$ cat config.mk
export PLATFORM = sky130hd
export DESIGN_NAME = branch_resolver
export DESIGN_NICKNAME = d
export VERILOG_FILES = /design/src/rtl/branch_pkg.sv /design/src/rtl/branch_cmp.sv /design/src/rtl/branch_resolver.sv
export SDC_FILE = /design/constraint.sdc
export NUM_CORES = 1
export LEC_CHECK = 0
export CAP_MARGIN = 25
export CORE_ASPECT_RATIO = 0.9
export CORE_UTILIZATION = 30
export CTS_CLUSTER_SIZE = 25
export DETAILED_ROUTE_END_ITERATION = 6
export DONT_BUFFER_PORTS = 1
export PLACE_DENSITY = 0.49
export SYNTH_ARGS = -nofsm -noshare
export SYNTH_HDL_FRONTEND = slang
export SYNTH_SLANG_ARGS = --single-unit
$ cat constraint.sdc
create_clock -name clk -period 13.45 [get_ports clk]
set_clock_uncertainty 0.1 [all_clocks]
set_input_delay 2.69 -clock clk [delete_from_list [all_inputs] [get_ports clk]]
set_output_delay 2.69 -clock clk [all_outputs]
set_load 0.05 [all_outputs]
$ cat src/rtl/branch_pkg.sv
// rtl/branch_pkg.sv - shared funct3 encodings and slot metadata for the branch resolver
//
// Purpose: conditional-branch funct3 encodings and the decode-metadata struct
//          carried by the EX slot of branch_resolver.
// Ports:   none (package).

package branch_pkg;

    localparam logic [2:0] F3_BEQ  = 3'b000;
    localparam logic [2:0] F3_BNE  = 3'b001;
    localparam logic [2:0] F3_BLT  = 3'b100;
    localparam logic [2:0] F3_BGE  = 3'b101;
    localparam logic [2:0] F3_BLTU = 3'b110;
    localparam logic [2:0] F3_BGEU = 3'b111;

    // Decode fields latched alongside the ID slot contents when moving to EX.
    typedef struct packed {
        logic       is_branch;
        logic       is_jal;
        logic       is_jalr;
        logic [2:0] funct3;
    } br_meta_t;

endpackage

$ cat src/rtl/branch_cmp.sv
// rtl/branch_cmp.sv - conditional-branch comparator selected by funct3
//
// Purpose: evaluates the branch condition for a conditional branch.
// Ports:
//   funct3 - branch comparison encoding
//   rs1    - first forwarded operand
//   rs2    - second forwarded operand
//   cond   - 1 when the condition holds; 0 for unused encodings 010/011

module branch_cmp
    import branch_pkg::*;
#(
    parameter int XLEN = 32
) (
    input  logic [2:0]      funct3,
    input  logic [XLEN-1:0] rs1,
    input  logic [XLEN-1:0] rs2,
    output logic            cond
);

    always_comb begin
        cond = 1'b0;
        case (funct3)
            F3_BEQ:  cond = (rs1 == rs2);
            F3_BNE:  cond = (rs1 != rs2);
            F3_BLT:  cond = ($signed(rs1) <  $signed(rs2));
            F3_BGE:  cond = ($signed(rs1) >= $signed(rs2));
            F3_BLTU: cond = (rs1 <  rs2);
            F3_BGEU: cond = (rs1 >= rs2);
            default: cond = 1'b0;
        endcase
    end

endmodule

$ cat src/rtl/branch_resolver.sv
// rtl/branch_resolver.sv - two-slot branch resolution with predictor update and statistics
//
// Purpose: carries fetched instructions through ID and EX slots, resolves
//          branch/jal/jalr direction and target in EX, flags mispredictions
//          and keeps saturating branch/mispredict counters.
// Ports:
//   clk, rst                          - clock, synchronous active-high reset
//   stall                             - freeze slots and counters
//   flush_in                          - kill ID and EX slots on this edge
//   if_valid/pc/pred_taken/pred_target - IF capture
//   id_is_branch/jal/jalr/funct3/imm   - ID decode, used while ID slot valid
//   ex_rs1, ex_rs2                    - forwarded operands for the EX slot
//   ex_is_branch/pc/taken/prev_taken/target - predictor update
//   ex_mispredict                     - resolved outcome differs from prediction
//   branch_cnt, mispredict_cnt        - saturating statistics

module branch_resolver
    import branch_pkg::*;
#(
    parameter int XLEN  = 32,
    parameter int CNT_W = 32
) (
    input  logic             clk,
    input  logic             rst,
    input  logic             stall,
    input  logic             flush_in,
    input  logic             if_valid,
    input  logic [XLEN-1:0]  if_pc,
    input  logic             if_pred_taken,
    input  logic [XLEN-1:0]  if_pred_target,
    input  logic             id_is_branch,
    input  logic             id_is_jal,
    input  logic             id_is_jalr,
    input  logic [2:0]       id_funct3,
    input  logic [XLEN-1:0]  id_imm,
    input  logic [XLEN-1:0]  ex_rs1,
    input  logic [XLEN-1:0]  ex_rs2,
    output logic             ex_is_branch,
    output logic [XLEN-1:0]  ex_pc,
    output logic             ex_taken,
    output logic             ex_prev_taken,
    output logic [XLEN-1:0]  ex_target,
    output logic             ex_mispredict,
    output logic [CNT_W-1:0] branch_cnt,
    output logic [CNT_W-1:0] mispredict_cnt
);

    // ID slot
    logic            id_valid_q,       id_valid_d;
    logic [XLEN-1:0] id_pc_q,          id_pc_d;
    logic            id_pred_taken_q,  id_pred_taken_d;
    logic [XLEN-1:0] id_pred_target_q, id_pred_target_d;

    // EX slot
    logic            ex_valid_q,       ex_valid_d;
    logic [XLEN-1:0] ex_pc_q,          ex_pc_d;
    logic            ex_pred_taken_q,  ex_pred_taken_d;
    logic [XLEN-1:0] ex_pred_target_q, ex_pred_target_d;
    br_meta_t        ex_meta_q,        ex_meta_d;
    logic [XLEN-1:0] ex_imm_q,         ex_imm_d;

    logic [CNT_W-1:0] branch_cnt_q,     branch_cnt_d;
    logic [CNT_W-1:0] mispredict_cnt_q, mispredict_cnt_d;

    logic            cond;
    logic            is_ctrl;
    logic [XLEN-1:0] pc_imm_sum;
    logic [XLEN-1:0] jalr_sum;

    branch_cmp #(.XLEN(XLEN)) u_cmp (
        .funct3 (ex_meta_q.funct3),
        .rs1    (ex_rs1),
        .rs2    (ex_rs2),
        .cond   (cond)
    );

    // ------------------------------------------------------------------
    // Resolution, purely combinational from the EX slot and operands
    // ------------------------------------------------------------------
    assign is_ctrl    = ex_meta_q.is_branch | ex_meta_q.is_jal | ex_meta_q.is_jalr;
    assign pc_imm_sum = ex_pc_q + ex_imm_q;
    assign jalr_sum   = (ex_rs1 + ex_imm_q) & ~XLEN'(1);

    always_comb begin
        ex_is_branch  = ex_valid_q & is_ctrl;
        ex_pc         = ex_valid_q ? ex_pc_q : '0;
        ex_prev_taken = ex_valid_q & ex_pred_taken_q;
        ex_taken      = 1'b0;
        ex_target     = '0;
        if (ex_is_branch) begin
            ex_taken = ex_meta_q.is_jal | ex_meta_q.is_jalr | cond;
        end
        if (ex_valid_q) begin
            if (ex_meta_q.is_jalr) begin
                ex_target = jalr_sum;
            end else if (ex_taken) begin
                ex_target = pc_imm_sum;
            end else begin
                ex_target = ex_pc_q + XLEN'(4);
            end
        end
        ex_mispredict = ex_is_branch &
                        ((ex_taken != ex_pred_taken_q) |
                         (ex_taken & ex_pred_taken_q & (ex_target != ex_pred_target_q)));
    end

    assign branch_cnt     = branch_cnt_q;
    assign mispredict_cnt = mispredict_cnt_q;

    // ------------------------------------------------------------------
    // Slot and counter next state
    // ------------------------------------------------------------------
    always_comb begin
        id_valid_d       = id_valid_q;
        id_pc_d          = id_pc_q;
        id_pred_taken_d  = id_pred_taken_q;
        id_pred_target_d = id_pred_target_q;
        ex_valid_d       = ex_valid_q;
        ex_pc_d          = ex_pc_q;
        ex_pred_taken_d  = ex_pred_taken_q;
        ex_pred_target_d = ex_pred_target_q;
        ex_meta_d        = ex_meta_q;
        ex_imm_d         = ex_imm_q;
        branch_cnt_d     = branch_cnt_q;
        mispredict_cnt_d = mispredict_cnt_q;

        if (!stall) begin
            id_valid_d       = if_valid & ~flush_in;
            id_pc_d          = if_pc;
            id_pred_taken_d  = if_pred_taken;
            id_pred_target_d = if_pred_target;

            ex_valid_d       = id_valid_q & ~flush_in;
            ex_pc_d          = id_pc_q;
            ex_pred_taken_d  = id_pred_taken_q;
            ex_pred_target_d = id_pred_target_q;
            // Decode inputs are meaningless when the ID slot is empty.
            if (id_valid_q) begin
                ex_meta_d = '{is_branch: id_is_branch, is_jal: id_is_jal,
                              is_jalr: id_is_jalr, funct3: id_funct3};
                ex_imm_d  = id_imm;
            end else begin
                ex_meta_d = '0;
                ex_imm_d  = '0;
            end

            // The EX instruction resolves on this edge even when flush
            // kills the slots behind it.
            if (ex_is_branch && (branch_cnt_q != '1)) begin
                branch_cnt_d = branch_cnt_q + CNT_W'(1);
            end
            if (ex_mispredict && (mispredict_cnt_q != '1)) begin
                mispredict_cnt_d = mispredict_cnt_q + CNT_W'(1);
            end
        end
    end

    always_ff @(posedge clk) begin
        if (rst) begin
            id_valid_q       <= 1'b0;
            id_pc_q          <= '0;
            id_pred_taken_q  <= 1'b0;
            id_pred_target_q <= '0;
            ex_valid_q       <= 1'b0;
            ex_pc_q          <= '0;
            ex_pred_taken_q  <= 1'b0;
            ex_pred_target_q <= '0;
            ex_meta_q        <= '0;
            ex_imm_q         <= '0;
            branch_cnt_q     <= '0;
            mispredict_cnt_q <= '0;
        end else begin
            id_valid_q       <= id_valid_d;
            id_pc_q          <= id_pc_d;
            id_pred_taken_q  <= id_pred_taken_d;
            id_pred_target_q <= id_pred_target_d;
            ex_valid_q       <= ex_valid_d;
            ex_pc_q          <= ex_pc_d;
            ex_pred_taken_q  <= ex_pred_taken_d;
            ex_pred_target_q <= ex_pred_target_d;
            ex_meta_q        <= ex_meta_d;
            ex_imm_q         <= ex_imm_d;
            branch_cnt_q     <= branch_cnt_d;
            mispredict_cnt_q <= mispredict_cnt_d;
        end
    end

endmodule

Word level (Yosys, flattened, before mapping)
Index checks and enable logic that the tools add are counted.
W data, S select, Z words.
{"block": "totals", "in_bits": 172, "reg_bits": 234}
{"block": "classes", "n_eq_ne": 11, "magnitude_cmp": 4, "add_sub_neg": 5, "muxes": 8, "n_bitwise": 14, "reduce_logical": 5}
{"cell": "$mux W32", "n": 5}
{"cell": "$add A32 B1 Y32 const B", "n": 2}
{"cell": "$add A32 B32 Y32", "n": 2}
{"cell": "$ge A32 B32 Y1", "n": 2}
{"cell": "$lt A32 B32 Y1", "n": 2}
{"cell": "$ne A32 B32 Y1", "n": 2}
{"cell": "$ne A32 B32 Y1 const B", "n": 2}
{"cell": "$add A32 B3 Y32 const B", "n": 1}
{"cell": "$eq A32 B32 Y1", "n": 1}
{"cell": "$eq A3 B3 Y1 const B", "n": 4}
{"cell": "$and A1 B1 Y1", "n": 7}
{"cell": "$mux W6", "n": 1}
{"cell": "$pmux W1 S6", "n": 1}
{"cell": "$or A1 B1 Y1", "n": 5}
{"cell": "$reduce_and A2 Y1", "n": 2}
{"cell": "$eq A3 B1 Y1 const B", "n": 1}
{"cell": "$logic_not A3 Y1", "n": 1}
{"cell": "$logic_and A1 B1 Y1", "n": 2}
{"cell": "$not A1 Y1", "n": 2}
{"cell": "$mux W1", "n": 1}
{"cell": "$ne A1 B1 Y1", "n": 1}

Logic depth before layout (Yosys ltp)
Gate-level depths: netlist (run 1).
{"block": "logic_depth", "word_depth": 13, "mapped_depth": 25, "depth_no_buf": 22}

Cells and area by module
From an unflattened synthesis (run 1), not the netlist that was laid out.
{"block": "hier_totals", "hier_cells": 2082, "hier_area_um2": 16625.9}
{"module": "branch_resolver", "cells_each": 1954, "instances": 1, "area_each_um2": 15702.6, "seq_area_each_um2": 4684.5}
{"module": "branch_cmp", "cells_each": 128, "instances": 1, "area_each_um2": 923.4, "seq_area_each_um2": 0.0}

Least setup slack after synthesis (run 1)
Ideal clock, no wire load.
{"block": "synth_timing", "path_type": "input to output", "start": "input port ex_rs2[31]", "end": "output port ex_mispredict", "setup_slack_ns": 3.634, "path_buffers": 1, "path_stages": 17, "t_required_ns": 10.660, "t_arrival_ns": 7.026, "path_cell_list": "inv_1 -> ha_1 -> nand4_2 -> nor4_4 -> nand2_1 -> xor2_1 -> o31ai_4 -> a31oi_4 -> a21oi_4 -> o211ai_1 -> a222oi_1 -> xor2_1 -> a2111oi_0 -> and4_1 -> a21bo_1 -> buf_6 -> inv_2"}
{"block": "synth_between", "elab_chain_cells": 11, "word_cells_on_any_way": 18}
{"element": "start, declared", "line": "branch_resolver.sv:37", "source": "input logic [XLEN-1:0] ex_rs2,"}
{"element": "$ge A32 B32 Y1, or another cell as far along", "line": "branch_cmp.sv:29", "source": "F3_BGEU: cond = (rs1 >= rs2);"}
{"element": "$pmux W1 S6 (*)", "line": "branch_cmp.sv:23", "source": "case (funct3)"}
{"element": "$or A1 B1 Y1 (*)", "line": "branch_resolver.sv:91", "source": "ex_taken = ex_meta_q.is_jal | ex_meta_q.is_jalr | cond;"}
{"element": "$mux W1 (*)", "line": "branch_resolver.sv:90", "source": "if (ex_is_branch) begin"}
{"element": "$mux W32 (*)", "line": "branch_resolver.sv:96", "source": "end else if (ex_taken) begin"}
{"element": "$mux W32 (*)", "line": "branch_resolver.sv:94", "source": "if (ex_meta_q.is_jalr) begin"}
{"element": "$mux W32 (*)", "line": "branch_resolver.sv:93", "source": "if (ex_valid_q) begin"}
{"element": "via ex_target[23]", "line": "branch_resolver.sv:42", "source": "output logic [XLEN-1:0] ex_target,"}
{"element": "$ne A32 B32 Y1 (*)", "line": "branch_resolver.sv:104", "source": "(ex_taken & ex_pred_taken_q & (ex_target != ex_pred_target_q)));"}
{"element": "$and A1 B1 Y1 (*)", "line": "branch_resolver.sv:104"}
{"element": "$or A1 B1 Y1 (*)", "line": "branch_resolver.sv:103", "source": "((ex_taken != ex_pred_taken_q) |"}
{"element": "$and A1 B1 Y1 (*)", "line": "branch_resolver.sv:102", "source": "ex_mispredict = ex_is_branch &"}
{"element": "end, declared", "line": "branch_resolver.sv:43", "source": "output logic ex_mispredict,"}
Mark *: on every way through the listed nets, which the timed path passes. The rest lies on a longest branch.

Worst setup path after layout (run 1)
{"block": "layout_timing", "start": "input port ex_rs2[14]", "end": "output port ex_mispredict"}
{"block": "layout_between", "elab_chain_cells": 11, "word_cells_on_any_way": 18}
{"element": "$ge A32 B32 Y1, or another cell as far along", "line": "branch_cmp.sv:29"}
{"element": "$pmux W1 S6 (*)", "line": "branch_cmp.sv:23"}
{"element": "$or A1 B1 Y1 (*)", "line": "branch_resolver.sv:91"}
{"element": "$mux W1 (*)", "line": "branch_resolver.sv:90"}
{"element": "via ex_taken", "line": "branch_resolver.sv:40", "source": "output logic ex_taken,"}
{"element": "$mux W32", "line": "branch_resolver.sv:96"}
{"element": "$mux W32", "line": "branch_resolver.sv:94"}
{"element": "$mux W32", "line": "branch_resolver.sv:93"}
{"element": "$ne A32 B32 Y1", "line": "branch_resolver.sv:104"}
{"element": "$and A1 B1 Y1", "line": "branch_resolver.sv:104"}
{"element": "$or A1 B1 Y1 (*)", "line": "branch_resolver.sv:103"}
{"element": "$and A1 B1 Y1 (*)", "line": "branch_resolver.sv:102"}
Marked as above.

==> results of run 1 <==
## flip-flops by register name (all words and copies together) (netlist names), 6 cells and up
register,count
mispredict_cnt,32
id_pred_target_q,32
ex_pred_target_q,32
ex_meta_q,6
ex_pc_q,32
id_pc_q,32
ex_imm_q,32
branch_cnt,32
## layer usage
metal	track usage, %	up-vias	part of all wire (%)
met4	7.38	8	3.5
li1	-	6811	-
met5	0	-	0.088
met2	31.5	449	42
met1	29.9	6753	46
met3	5.89	99	8.3
## layout by cell type (no fill, tap or decap), types with 28 or more instances in the layout
| cell type | Yosys | layout |
|---|---|---|
| dfxtp_1 | 234 | 233 |
| nand2_1 | 112 | 112 |
| xor2_1 | 76 | 76 |
| a22oi_1 | 40 | 40 |
| nand4_1 | 43 | 43 |
| ha_1 | 97 | 97 |
| and3_1 | 30 | 30 |
| clkbuf_16 | 0 | 30 |
| mux2i_1 | 150 | 150 |
| and2_1 | 45 | 45 |
| a21oi_1 | 101 | 101 |
| nor2_1 | 302 | 302 |
| nand3_1 | 58 | 58 |
| a21o_1 | 33 | 33 |
| xnor2_1 | 51 | 51 |
| inv_1 | 62 | 62 |
| nor3_1 | 28 | 28 |
| o21ai_0 | 48 | 48 |
## worst paths after layout
path              start           endpoint  slack [ns]  cells past startpoint
min          id_pc_q[2]         ex_pc_q[2]        0.39                      2
max          ex_rs2[14]      ex_mispredict        1.82                     21
min reg2reg  id_pc_q[2]         ex_pc_q[2]        0.39                      2
max reg2reg  ex_pc_q[0]  mispredict_cnt[5]        7.24                     20
## kinds of logic after synthesis
group / Yosys count / share of synthesized area, %
adders and majority gates: 99 / 7.95
and+or+nand+nor: 719 / 21.8
DFF: 234 / 29.7
AOI/OAI and AO/OA: 392 / 17.8
xor gates and xnor gates: 127 / 7.05
buffers and inverters: 168 / 4.29
muxes: 175 / 11.4
## final cells by class
cell class / count / area, sq um
Fill cell: 5489 / 34200
Multi-Input combinational cell: 1512 / 10500
Sequential cell: 234 / 4690
Tap cell: 688 / 861
Clock buffer: 36 / 803
Clock inverter: 20 / 302
Inverter: 65 / 244
Timing Repair Buffer: 30 / 239
Antenna cell: 1 / 2.50
## critical path, stage by stage
cell and delay [ns]:
inv_1 0.02, ha_1 0.30, nand4_1 0.26, nor4_1 0.88, nand2_1 0.21, xor2_1 0.31
o31ai_4 0.12, a31o_1 0.35, o21ai_4 0.54, inv_2 0.42, ha_1 0.40, a2111oi_0 0.26
o311ai_0 0.20, nor4_1 0.29, and4b_1 0.22, nand4_1 0.08, a2111oi_0 0.25, and4_1 0.31
a21bo_1 0.13, buf_4 0.33, inv_2 0.22
## power groups by stage
| stage | registers, mW | clock network [mW] | logic (mW) |
|---|---|---|---|
| 2_1_floorplan | 0.740 | 0 | 0.132 |
| 3_3_place_gp | 0.753 | 0 | 0.139 |
| 3_5_place_dp | 0.753 | 0 | 0.142 |
| 4_1_cts | 0.738 | 0.915 | 0.143 |
| 5_1_grt | 0.740 | 0.947 | 0.160 |
| 6_report | 0.738 | 0.894 | 0.144 |
==> metrics.txt, run 1 <==
pre-CTS setup slack=around 1.9 ns; Die H=approximately 220 um; combinational share of power=approximately 8.1%; antenna violations before repair=4; largest area contributor in the netlist=dfxtp_1; status=complete, no violations; Core ar.=a little over 50000 sq um; Mapped Area=15800 sq um; warnings from Yosys=0; Final min period=about 12 ns; Clock Latency Late Sink=approximately 0.61 ns; post-DR vias/cell=5.46; crit share post-route=86.4%; Layout Nets=approximately 2100; Starting Density=30.4%; synth cell count leaders=302 x nor2_1, 234 x dfxtp_1, 150 x mux2i_1; WP data required=roughly 11 ns; FFs w/ async S/R, synth=0%; sequential fraction of the synthesis area=around 30%; Avg Cell Area, Syn=approximately 8.2 sq um; Switching Fraction=between 20% and 30%; CP endpoint kind=output pin; Hold WS=~0.39 ns; Synth top area share=around 30%; Max H-tree Level=1; Yosys cell types=92; Worst Tran Pin Value=approximately 1.1 ns; Placer Congestion=0.932; DRT Pass-1 Iters=6; Worst EP arrival=just under 9 ns; static leakage=between 7 and 8 nW; maximum vdd drop=0.108 mV; Detailed Place HPWL=45500 um; pwr/cell area=101 nW/um^2; fraction of layout cells with a size suffix above 1=roughly 7%; worst hold path class=flip-flop to flip-flop; Slew HR=approximately 25%; total CTS buffers=30; Fmax=about 86 MHz; final WL=between 50000 and 60000 um; Final Util=between 30% and 40%; Net Sw Power=roughly 0.45 mW; Die W=approximately 240 um; CTS tree=built; Power Total=roughly 1.8 mW; CTS Buffer Depth=3; dpl cells=around 2500; largest net degree at the start of global routing=around 260; Clk pin slew, worst setup/hold paths=about 0.060 ns; count leader, synth=nor2_1; initial detailed-routing violation count=1263; post-route ant nets=0; Post-CTS Setup Inserts=0; DR DRC count=0; EDFF count, synth=0; post-synthesis cell count=about 1900; synth top area cells=dfxtp_1 30%, mux2i_1 9.5%, ha_1 7.7%; final cell count without fillers=roughly 2600; DR WL/cell=between 20 and 25 um; dpl cell area=around 16000 sq um; Sink Count=between 200 and 250; Top FF cell, synth=dfxtp_1; post-layout instance area=about 18000 sq um; final hold vios=0; crit start category=input pin; sequential share of power=around two fifths; Setup TNS=0 ns; via count=roughly 14000; Mapped Nets=about 2200; Pins Over Slew Limit=0; critical path start-end classification=input pin to output pin; number of global-route vias before repair=about 13000; Remaining Overflow, GRT=0; Rows=79; die area=around 53000 sq um; CTS root buf=clkbuf_16; hold buffer count at cts=0; GRT Total Usage=a little over a fifth; area added between synthesis and finish=11.5%; RSZ-0062 raised after global routing=false; input/output buffers=0; Max Cap Violations=0; I/O Pins=slightly above 300; CTS resizes=0; post-synthesis register bit count=around 230; Final Setup Violations=0; crit-path max FO=34; Pint=roughly 1.3 mW; Clock power frac=about half; first-pass GRT wire length=87100 um; setup slack after layout=~1.8 ns
(Power assumes the default switching activity.)
==> inputs of run 2 (changes only) <==
--- a/config.mk
+++ b/config.mk
@@ -5,6 +5,7 @@
 export SDC_FILE = /design/constraint.sdc
 export NUM_CORES = 1
 export LEC_CHECK = 0
+export ABC_CLOCK_PERIOD_IN_PS = 13450
 export CAP_MARGIN = 25
 export CORE_ASPECT_RATIO = 0.9
 export CORE_UTILIZATION = 30
==> results of run 2 <==
Same layout as run 1: the final DEF is identical, and so are final timing and power.
==> inputs of run 3 (changes only) <==
--- a/config.mk
+++ b/config.mk
@@ -8,11 +8,13 @@
 export ABC_CLOCK_PERIOD_IN_PS = 13450
 export CAP_MARGIN = 25
 export CORE_ASPECT_RATIO = 0.9
-export CORE_UTILIZATION = 30
+export CORE_UTILIZATION = 70
 export CTS_CLUSTER_SIZE = 25
 export DETAILED_ROUTE_END_ITERATION = 6
 export DONT_BUFFER_PORTS = 1
-export PLACE_DENSITY = 0.49
+export GPL_TIMING_DRIVEN = 0
+export PLACE_DENSITY = 0.91
+export SLEW_MARGIN = 20
 export SYNTH_ARGS = -nofsm -noshare
 export SYNTH_HDL_FRONTEND = slang
 export SYNTH_SLANG_ARGS = --single-unit
==> metrics.txt, run 3 (synthesis results as in run 1) <==
status=complete, but fails checks; failing checks=design-rule violations; crit start category=input pin; Die H=144 um (-34%); post-route ant nets=0 (unchanged); Sink Count=234 (unchanged); via count=15600 (+11%); Worst Tran Pin Value=1.10 ns (-0.0275 ns); CTS Buffer Depth=3 (unchanged); total CTS buffers=23 (-23%); Final min period=10.95 ns (-0.676 ns); Power Total=1.58 mW (-11%); largest net degree at the start of global routing=15 (-94%); CTS resizes=0 (unchanged); worst hold path class=flip-flop to flip-flop; Rows=51 (-35%); die area=23100 sq um (-57%); I/O Pins=304 (unchanged); Clk pin slew, worst setup/hold paths=0.06 ns (about the same); Remaining Overflow, GRT=0 (unchanged); crit-path max FO=11 (-68%); Detailed Place HPWL=42000 um (-7.7%); Setup TNS=0 ns (unchanged); Core ar.=21900 sq um (-58%); WP data required=10.66 ns (about the same); number of global-route vias before repair=14800 (+11%); Final Setup Violations=0 (unchanged); final WL=54700 um (-7.8%); input/output buffers=0 (unchanged); static leakage=7.39 nW (-0.88%); setup slack after layout=2.50 ns (+0.676 ns); post-DR vias/cell=6.89 (+26%); Die W=160 um (-34%); dpl cells=2226 (-12%); hold buffer count at cts=0 (unchanged); maximum vdd drop=0.109 mV (+1.3%); Fmax=91.3 MHz (+6.2%); Slew HR=26.4% (+1.8 points); critical path start-end classification=input pin to output pin; Worst EP arrival=8.16 ns (-0.68 ns); pwr/cell area=92.2 nW/um^2 (-8.7%); CP endpoint kind=output pin; first-pass GRT wire length=81300 um (-6.6%); pre-CTS setup slack=2.79 ns (+0.918 ns); CTS root buf=clkbuf_16; final cell count without fillers=2269 (-12%); DR DRC count=3 (+3); initial detailed-routing violation count=1803 (+43%); Post-CTS Setup Inserts=0 (unchanged); DR WL/cell=24.1 um (+5.1%); fraction of layout cells with a size suffix above 1=5.72% (-1.4 points); GRT Total Usage=45.5% (+24 points); Max Cap Violations=0 (unchanged); commonest non-fill, non-tap cells in the layout=301 x nor2_1, 234 x dfxtp_1, 149 x mux2i_1, 112 x nand2_1, 101 x a21oi_1; most common cell after layout, fill and taps aside=nor2_1; Layout Nets=2232 (+4.1%); Starting Density=72.0% (+42 points); CTS tree=built; area added between synthesis and finish=8.88%; crit share post-route=81.4% (-5.0 points); Max H-tree Level=1 (unchanged); Clock Latency Late Sink=0.54 ns (-0.07 ns); RSZ-0062 raised after global routing=false; Placer Congestion=1.02 (+9.4%); antenna violations before repair=2 (-2); DRT Pass-1 Iters=7 (+1); Pins Over Slew Limit=0 (unchanged); final hold vios=0 (unchanged)
-- run 3: cell types whose count changed in the layout (fill, tap and decap cells not counted), sizes merged --
| cell | delta |
|---|---|
| buf | +21 |
| inv | -1 |
| clkdlybuf4s18 | -1 |
| bufinv | -4 |
| diode | +1 |
| clkinvlp | -2 |
| clkinv | -6 |
| clkbuf | +72 |
-- run 3: cell type report --
type	instances	area, sq um
Tap cell	291	364
Inverter	65	244
Sequential cell	234	4680
Clock buffer	33	653
Antenna cell	2	5.00
Fill cell	1509	4720
Multi-Input combinational cell	1512	10500
Timing Repair Buffer	22	174
Clock inverter	7	104
Buffer	103	433
-- run 3: layer usage --
metal | share of wire (%) | track usage, % | routed length [um] | up-vias
li1 | - | - | - | 6985
met1 | 38 | 57.2 | 20900 | 7389
met2 | 43 | 72.2 | 23700 | 1071
met3 | 13 | 12.9 | 7150 | 194
met4 | 5.4 | 21.8 | 2960 | 2
met5 | 0.024 | 0 | 13 | -
-- run 3: path summary, 6_finish.rpt --
kind | startpoint | endpoint | slack (ns) | cells after the start
setup / recovery | ex_rs2[31] | ex_mispredict | 2.50 | 22
setup reg to reg | ex_pc_q[0] | mispredict_cnt[5] | 7.61 | 19
hold reg to reg | id_valid_q | id_valid_q | 0.39 | 2
hold / removal | id_valid_q | id_valid_q | 0.39 | 2
-- run 3: metrics by stage --
| stage | cell area [sq um] | utilization [%] | hold slack [ns] |
|---|---|---|---|
| floorplan | 15800 | - | 0.353 |
| global placement | 16100 | 73.7 | 0.362 |
| detailed placement | 16400 | 74.9 | 0.374 |
| CTS | 17200 | 78.4 | 0.388 |
| global route | 17200 | 78.4 | 0.408 |
| finish | 17200 | 78.4 | 0.388 |
-- run 3: power by group --
part	switching (mW)	leakage [nW]	total, mW	internal [mW]
clock	0.286	0.374	0.664	0.378
sequential	0.0248	1.90	0.738	0.713
combinational	0.115	5.11	0.182	0.0665
-- run 3: critical path: stages --
cell       delay, ns
inv_1           0.02
ha_1            0.46
nand4_2         0.25
nor4_1          0.71
o31ai_1         0.20
o2bb2ai_2       0.22
a31o_1          0.22
buf_4           0.17
o21ai_4         0.30
inv_2           0.10
buf_6           0.21
ha_1            0.35
a2111oi_0       0.26
o311ai_0        0.26
nor4_1          0.33
and4b_1         0.23
nand4_1         0.11
a2111oi_0       0.32
and4_1          0.30
a21bo_1         0.14
buf_6           0.13
inv_2           0.14
